<file path="config.mk">
export PLATFORM = sky130hd
export DESIGN_NAME = uart_tx_cfg
export DESIGN_NICKNAME = d
export VERILOG_FILES = /design/src/rtl/uart_tx_cfg.sv
export SDC_FILE = /design/constraint.sdc
export NUM_CORES = 1
export LEC_CHECK = 0
export BUFFER_PORTS_ARGS = -buffer_cell sky130_fd_sc_hd__buf_2
export CAP_MARGIN = 20
export CORE_MARGIN = 5
export CORE_UTILIZATION = 34
export DETAILED_ROUTE_END_ITERATION = 6
export SLEW_MARGIN = 20
export SYNTH_ARGS = -nofsm -noshare
export SYNTH_HDL_FRONTEND = slang
export SYNTH_SLANG_ARGS = --single-unit
</file>
<file path="constraint.sdc">
create_clock -name clk -period 4.4 [get_ports clk]
set_input_delay 1.32 -clock clk [delete_from_list [all_inputs] [get_ports clk]]
set_output_delay 1.32 -clock clk [all_outputs]
set_load 0.02 [all_outputs]
</file>
<file path="src/rtl/uart_tx_cfg.sv">
// uart_tx_cfg
//   Configurable UART transmitter. A small write FIFO feeds a framing state
//   machine (start, DATA_BITS data bits LSB-first, optional parity, one or two
//   stop bits) that drives the registered serial output tx.
//
//   Parameters
//     DATA_BITS  data bits per frame (5..9)
//     FIFO_DEPTH write FIFO entries (power of two, >= 2)
//     DIV_W      width of the baud divisor
//
//   Ports
//     clk        system clock
//     rst        synchronous active-high reset
//     divisor    clocks per bit (0 behaves as 1), latched at each pop
//     parity_en  append a parity bit, latched at each pop
//     parity_odd odd (1) / even (0) parity, latched at each pop
//     two_stop   two stop bits when 1, latched at each pop
//     we, din    write strobe and data; dropped while full
//     full       FIFO full
//     overflow   one-cycle pulse after a write that was dropped
//     busy       frame in progress or FIFO non-empty
//     tx         serial output, idles high
module uart_tx_cfg #(
  parameter int DATA_BITS  = 8,
  parameter int FIFO_DEPTH = 4,
  parameter int DIV_W      = 16
) (
  input  logic                 clk,
  input  logic                 rst,
  input  logic [DIV_W-1:0]     divisor,
  input  logic                 parity_en,
  input  logic                 parity_odd,
  input  logic                 two_stop,
  input  logic                 we,
  input  logic [DATA_BITS-1:0] din,
  output logic                 full,
  output logic                 overflow,
  output logic                 busy,
  output logic                 tx
);

  localparam int AW = $clog2(FIFO_DEPTH);
  localparam int PW = AW + 1;
  localparam logic [DIV_W-1:0] ONE = {{(DIV_W-1){1'b0}}, 1'b1};

  typedef enum logic [2:0] {
    S_IDLE,
    S_START,
    S_DATA,
    S_PARITY,
    S_STOP
  } state_t;

  state_t               state_q, state_d;
  logic [PW-1:0]        wr_ptr_q, wr_ptr_d;
  logic [PW-1:0]        rd_ptr_q, rd_ptr_d;
  logic [DATA_BITS-1:0] mem_q [FIFO_DEPTH];
  logic [DATA_BITS-1:0] shift_q, shift_d;
  logic                 par_bit_q, par_bit_d;
  logic                 par_en_q, par_en_d;
  logic                 two_stop_q, two_stop_d;
  logic [DIV_W-1:0]     bit_time_q, bit_time_d;
  logic [DIV_W-1:0]     cnt_q, cnt_d;
  logic [3:0]           idx_q, idx_d;
  logic                 tx_q, tx_d;
  logic                 ovf_q, ovf_d;

  logic                 empty;
  logic                 full_w;
  logic                 push;
  logic                 pop;
  logic                 bit_end;
  logic [DATA_BITS-1:0] head;

  // Pointers carry one extra wrap bit: equal pointers mean empty, pointers
  // that differ only in the wrap bit mean full.
  assign empty   = (wr_ptr_q == rd_ptr_q);
  assign full_w  = (wr_ptr_q[AW] != rd_ptr_q[AW]) &&
                   (wr_ptr_q[AW-1:0] == rd_ptr_q[AW-1:0]);
  assign head    = mem_q[rd_ptr_q[AW-1:0]];
  // full is judged on the registered pointers, so a same-cycle pop never
  // makes room for a write.
  assign push    = we && !full_w;
  assign bit_end = (cnt_q == bit_time_q - ONE);

  always_comb begin
    state_d    = state_q;
    shift_d    = shift_q;
    par_bit_d  = par_bit_q;
    par_en_d   = par_en_q;
    two_stop_d = two_stop_q;
    bit_time_d = bit_time_q;
    cnt_d      = cnt_q;
    idx_d      = idx_q;
    pop        = 1'b0;
    tx_d       = 1'b1;

    if (state_q != S_IDLE) begin
      cnt_d = bit_end ? '0 : cnt_q + ONE;
    end

    case (state_q)
      S_IDLE: begin
        if (!empty) begin
          pop = 1'b1;
        end
      end
      S_START: begin
        if (bit_end) begin
          state_d = S_DATA;
          idx_d   = '0;
        end
      end
      S_DATA: begin
        if (bit_end) begin
          if (idx_q == 4'(DATA_BITS - 1)) begin
            state_d = par_en_q ? S_PARITY : S_STOP;
            idx_d   = '0;
          end else begin
            idx_d   = idx_q + 4'd1;
            shift_d = shift_q >> 1;
          end
        end
      end
      S_PARITY: begin
        if (bit_end) begin
          state_d = S_STOP;
          idx_d   = '0;
        end
      end
      S_STOP: begin
        if (bit_end) begin
          if (!two_stop_q || idx_q == 4'd1) begin
            // Last stop bit: chain straight into the next start bit when
            // another byte is waiting, so frames leave no idle gap.
            if (!empty) begin
              pop = 1'b1;
            end else begin
              state_d = S_IDLE;
            end
          end else begin
            idx_d = idx_q + 4'd1;
          end
        end
      end
      default: begin
        state_d = S_IDLE;
      end
    endcase

    // A pop also snapshots the link configuration, so mid-frame changes to
    // the config inputs only apply from the next byte.
    if (pop) begin
      state_d    = S_START;
      cnt_d      = '0;
      idx_d      = '0;
      shift_d    = head;
      par_bit_d  = (^head) ^ parity_odd;
      par_en_d   = parity_en;
      two_stop_d = two_stop;
      bit_time_d = (divisor == '0) ? ONE : divisor;
    end

    // tx is registered: drive the level belonging to the next state.
    case (state_d)
      S_IDLE:   tx_d = 1'b1;
      S_START:  tx_d = 1'b0;
      S_DATA:   tx_d = shift_d[0];
      S_PARITY: tx_d = par_bit_d;
      S_STOP:   tx_d = 1'b1;
      default:  tx_d = 1'b1;
    endcase
  end

  assign wr_ptr_d = wr_ptr_q + {{AW{1'b0}}, push};
  assign rd_ptr_d = rd_ptr_q + {{AW{1'b0}}, pop};
  assign ovf_d    = we && full_w;

  always_ff @(posedge clk) begin
    if (rst) begin
      state_q    <= S_IDLE;
      wr_ptr_q   <= '0;
      rd_ptr_q   <= '0;
      par_en_q   <= 1'b0;
      two_stop_q <= 1'b0;
      bit_time_q <= '0;
      cnt_q      <= '0;
      idx_q      <= '0;
      tx_q       <= 1'b1;
      ovf_q      <= 1'b0;
    end else begin
      state_q    <= state_d;
      wr_ptr_q   <= wr_ptr_d;
      rd_ptr_q   <= rd_ptr_d;
      par_en_q   <= par_en_d;
      two_stop_q <= two_stop_d;
      bit_time_q <= bit_time_d;
      cnt_q      <= cnt_d;
      idx_q      <= idx_d;
      tx_q       <= tx_d;
      ovf_q      <= ovf_d;
    end
  end

  // Data storage carries no reset; it is only read after a valid push/pop.
  always_ff @(posedge clk) begin
    shift_q   <= shift_d;
    par_bit_q <= par_bit_d;
    if (push) begin
      mem_q[wr_ptr_q[AW-1:0]] <= din;
    end
  end

  assign full     = full_w;
  assign overflow = ovf_q;
  assign busy     = (state_q != S_IDLE) || !empty;
  assign tx       = tx_q;

endmodule

</file>
* Word-level counts from Yosys, hierarchy flattened
Memories as Yosys holds them, arrays and structs flattened. A register that Yosys moved wholly into a read port is not among the register bits. Index checks and enable logic that the tools add are counted.
Storage, ports and cells: memories 1, RAM bits 32, flip-flop bits (word level) 58, word-level logic and storage cells 88, output and inout port bits 4, input bits 30
Memory list:
- mem_q | depth 4, width 8, rd ports 1, clocked after Yosys merged registers in 1, write ports 1, RTL line 57 | logic [DATA_BITS-1:0] mem_q [FIFO_DEPTH];
Cells by class: muxes and demuxes 31, add/subtract/negate cells 5, reduce and logical (&&, ||, !) cells 19, equality and inequality tests 18, bitwise operators 1
Operators with widths (count):
- two-way mux 16 bit | 2
- two-way mux 8 bit | 4
- two-way mux 3 bit | 9
- two-way mux 4 bit | 5
- adder 16 x 1 -> 16 bit (second input constant) | 1
- == test 16 bit | 1
- logical NOT 16 bit | 1
- subtractor 16 x 1 -> 16 bit (second input constant) | 1
- one-hot mux 3 bit (5 select lines) | 1
- == test 3 x 2 -> 1 bit (second input constant) | 4
- one-hot mux 4 bit (3 select lines) | 1
- inequality test 2 bit (second input constant) | 4
- XOR reduction 8 bit | 1
- adder 3 x 1 -> 3 bit | 2
- == test 3 x 1 -> 1 bit (second input constant) | 2
- two-way mux 1 bit | 6
- nonzero test 3 bit | 2
- AND reduction 5 bit | 1
- adder 4 x 1 -> 4 bit (second input constant) | 1
- == test 4 x 1 -> 1 bit (second input constant) | 1
- == test 4 x 3 -> 1 bit (second input constant) | 1
- nonzero test 2 bit | 2
- OR reduction 2 bit | 2
- == test 3 bit | 1
- other kinds (13) | 18

* Logic depth before layout (Yosys ltp)
depth in word-level cells 8, mapped depth 15

* Least setup slack after synthesis
No wires, ideal clock.
path type reg-to-reg, start point register bit_time_q[0], end point register rd_ptr_q[1], data arrival time 3.377 ns, period minus slack after synthesis 3.505 ns, cell stages (with the launch flop) 15, setup slack 0.895 ns, cell sequence dfxtp_1 -> inv_1 -> ha_1 -> or3b_1 -> or4_1 -> a221oi_1 -> o2111ai_1 -> nor3_4 -> a31oi_4 -> inv_2 -> buf_4 -> buf_4 -> ha_1 -> ha_1 -> nor2b_1
On the way: longest elaborated chain between the ends 5
Ends and longest elaborated chain:
- start: declaration | RTL line 62 | logic [DIV_W-1:0] bit_time_q, bit_time_d;
- start signal: assignment | RTL line 197 | bit_time_q <= bit_time_d;
- subtractor 16 x 1 -> 16 bit | RTL line 84 | assign bit_end = (cnt_q == bit_time_q - ONE);
- == test 16 bit | RTL line 84
- two-way mux 1 bit | RTL line 132 | if (bit_end) begin
- one-hot mux 1 bit (2 select lines) | RTL line 102 | case (state_q)
- adder 3 x 1 -> 3 bit | RTL line 176 | assign rd_ptr_d = rd_ptr_q + {{AW{1'b0}}, pop};
- net rd_ptr_d[1] | RTL line 56 | logic [PW-1:0] rd_ptr_q, rd_ptr_d;
- end signal: assignment | RTL line 194 | rd_ptr_q <= rd_ptr_d;
- end: declaration | RTL line 56
The timed path passes the listed nets, and every way through them passes these cells. A chain may end at the register's enable or synchronous reset.

* Final worst setup path
start point register bit_time_q[0], end point register tx_q (netlist: tx)
On the way: elaborated cells on any way between the ends 18, those cells by class 1 x add/sub; 4 x eq/ne; 13 x mux
RTL lines:
- subtractor 16 x 1 -> 16 bit | RTL line 84
- == test 16 bit | RTL line 84
- two-way mux 1 bit | RTL line 132
- one-hot mux 1 bit (2 select lines) | RTL line 102
- two-way mux 1 bit | RTL line 153 | if (pop) begin
- net par_bit_d | RTL line 59 | logic par_bit_q, par_bit_d;
- one-hot mux 1 bit (3 select lines) | RTL line 165 | case (state_d)
- end signal: assignment | RTL line 200 | tx_q <= tx_d;
- end: declaration | RTL line 65 | logic tx_q, tx_d;
The timed path passes the listed nets, and every way through them passes these cells. The select of a mux whose other input is x is not followed.

==> metrics.txt <==
status=completed; top-count cell post-synth=dfxtp_1; Power per Cell Area=approximately 600 nW/um^2; register area=~2200 sq um; Post-synth ARST share=0; Syn Nets=roughly 440; Port Buf Inserts=33; reg2reg end=tx; crit-path leading delay family=simple AND/OR/NAND/NOR gates; critical path capture point type=flip-flop; R2R Setup Slk=about 0.63 ns; I/O pin count=34; n_diodes=0; P_leak=around 0.0018 uW; EDFF count, synth=39; placed cell area=~4700 sq um; Filler cells=roughly 1,200; vias in the first global route=just over 3,000; WS Path Type=reg2reg; H-tree levels=3; setup TNS=0 ns; clk sinks=90; DIE AREA=15,130 sq um; drt via density=between 5 and 6; DR iter-0 viols=213; RSZ-0062 raised after global routing=no; placed cells=between 500 and 600; hpwl dp=around 6900 um; nature of the critical path startpoint=flip-flop; Mapped Area=about 4300 sq um; Synth top area share=0.2697; fin util=0.3933; top cells by area, synth=edfxtp_1 (27%), dfxtp_1 (24%), xnor2_1 (5.6%); Slew Viols, Final=0; core area=12,570 sq um; Final Cell Area=4943 sq um; Via Count=between 3,000 and 4,000; Max FO, Critical Path=10; fmax=265.6 MHz; post-CTS setup buffer count=0; Synth Register Bits=90; TritonCTS clock tree=done; WP buf/inv=2; final hold violations=0; crit path DAT=around 4.0 ns; CTS-repair resized insts=0; first-pass GRT wire length=~15,000 um; Worst Path Required=4.63 ns; Die Y=123.0 um; clock-pin slew on the worst setup and hold paths=0.06 ns; Area Growth Syn to Fin=13.83%; layout cells sized above 1=0.1613; grt total ovfl=0; multi-input logic area=2027 sq um; R2R cell count=11; worst path cell trace=inv_1 > ha_1 > or3b_1 > or4_1 > a221oi_1 > o2111ai_1 > nor3_4 > a31oi_4 > inv_2 > mux2_4 > a311o_1; Unique masters post-synth=58; Starting Density=0.3455; Critical-path top delay cell=or4_1; Mapped Cells=400; Max-Cap Viols=0; First-pass DRT Iterations=4; Min-Delay Path Depth=1; average wire per standard cell=between 15 and 20 um; min cycle time layout=around 3.8 ns; worst-margin pin slew=just over 0.9 ns; post-synthesis sequential area ratio=0.5048; Max rail drop VDD=0.0002764 V; remaining routing DRC violations=0; Routed Wire Length=between 9000 and 10,000 um; Slew headroom=0.3916; hold_sp=par_bit_q; Setup-failing EPs final=0; Clock Skew=between 0.004 and 0.005 ns; initial antenna violation count=0; fin nets=about 470; Ys Warns=0; Die W=around 120 um; non-filler instance count after layout=606; largest net degree at the start of global routing=24; worst hold path type=reg2reg; Max Root-Sink Buffers=2; commonest cells in the netlist=dfxtp_1 (51), nor2_1 (43), edfxtp_1 (39), nand2_1 (34), xnor2_1 (28); total track usage=0.1313; hold_buf cts=0; fin crit share=0.8558; Clock Latency Late Sink=approximately 0.34 ns; CTS root buffer=clkbuf_16; top_reg_cell synth=dfxtp_1; Avg Cell Area, Syn=10.86 sq um; dominant cell type by area after synthesis=edfxtp_1; antenna viol nets, final=0; R2R Path Start=bit_time_q[0]; GPL Wtd Cong=slightly below 0.9; Hold Path End=par_bit_q; CTS buffer count=9; CP max stage delay=0.52 ns; row count=roughly 40
-- report_power, final --
part	internal [uW]	switching, uW
registers	1030	154
logic	507	623
clock network	390	335
-- area by class of cell --
| type | count | area share |
|---|---|---|
| Timing Repair Buffer | 37 | 0.03948 |
| Tap cell | 172 | 0.04353 |
| Clock inverter | 6 | 0.009618 |
| Multi-Input combinational cell | 281 | 0.4100 |
| Clock buffer | 10 | 0.04632 |
| Inverter | 10 | 0.007593 |
| Sequential cell | 90 | 0.4434 |
-- worst max-delay path by stage --
stage | slack [ns] | to | depth (start not counted) | start
3_3_place_gp | 0.73 | bit_time_q[1] | 9 | bit_time_q[0]
5_1_grt | 0.38 | tx | 11 | bit_time_q[0]
6_report | 0.63 | tx | 11 | bit_time_q[0]
2_1_floorplan | 0.90 | rd_ptr_q[1] | 14 | bit_time_q[0]
3_5_place_dp | 0.66 | tx | 11 | bit_time_q[0]
4_1_cts | 0.63 | bit_time_q[8] | 9 | bit_time_q[0]
-- per-layer routing --
metal | track usage | routed length (um) | up-vias
li1 | - | - | 1524
met1 | 0.1721 | 4428 | 1504
met2 | 0.2070 | 4369 | 76
met3 | 0.04254 | 439 | 15
met4 | 0.04083 | 174 | 0
met5 | 0 | 0 | -
-- cell families (layout without fill, tap and decap cells) --
kind of cell / after synthesis / after routing / synth area share
buffers and inverters: 29 / 63 / 0.02852
AO/OA/AOI/OAI: 56 / 56 / 0.09767
multiplexers: 15 / 15 / 0.05877
adder cells (fa/ha/maj): 8 / 8 / 0.02305
flip-flops: 90 / 90 / 0.5048
AND/OR/NAND/NOR: 154 / 154 / 0.1904
XOR/XNOR: 48 / 48 / 0.09680
-- through the flow --
stage          hold WS [ns]  power [uW]  worst slack [ns]
2_1_floorplan        0.4469        2077            0.8952
3_3_place_gp         0.4607        2311            0.7336
3_5_place_dp         0.4598        2324            0.6620
4_1_cts              0.4870        3066            0.6284
5_1_grt              0.4978        3236            0.3804
6_report             0.4825        3037            0.6345
-- registers in the layout, indices dropped and copies added, names as in the netlist, 3 cells and up --
| name | flops |
|---|---|
| wr_ptr_q | 3 |
| shift_q | 8 |
| rd_ptr_q | 3 |
| idx_q | 4 |
| bit_time_q | 16 |
| mem_q | 32 |
| cnt_q | 16 |
| state_q | 3 |
-- placed cells by master, fill, tap and decap left out, types with 4 or more instances in the layout --
cell type,count
dfxtp_1,51
nor2_1,43
edfxtp_1,39
nand2_1,34
buf_2,33
xnor2_1,28
xor2_1,20
a22o_1,18
a21oi_1,12
nor4_1,10
inv_1,9
nand3_1,9
clkbuf_16,9
nand4_1,8
mux4_2,8
ha_1,8
nor3_1,6
or4_1,6
mux2i_1,6
nor3b_1,5
o21ai_0,5
nor2b_1,5
and2_1,5
o2111ai_1,4
and3_1,4
buf_4,4
No activity file was read; power rests on OpenSTA's default activity.
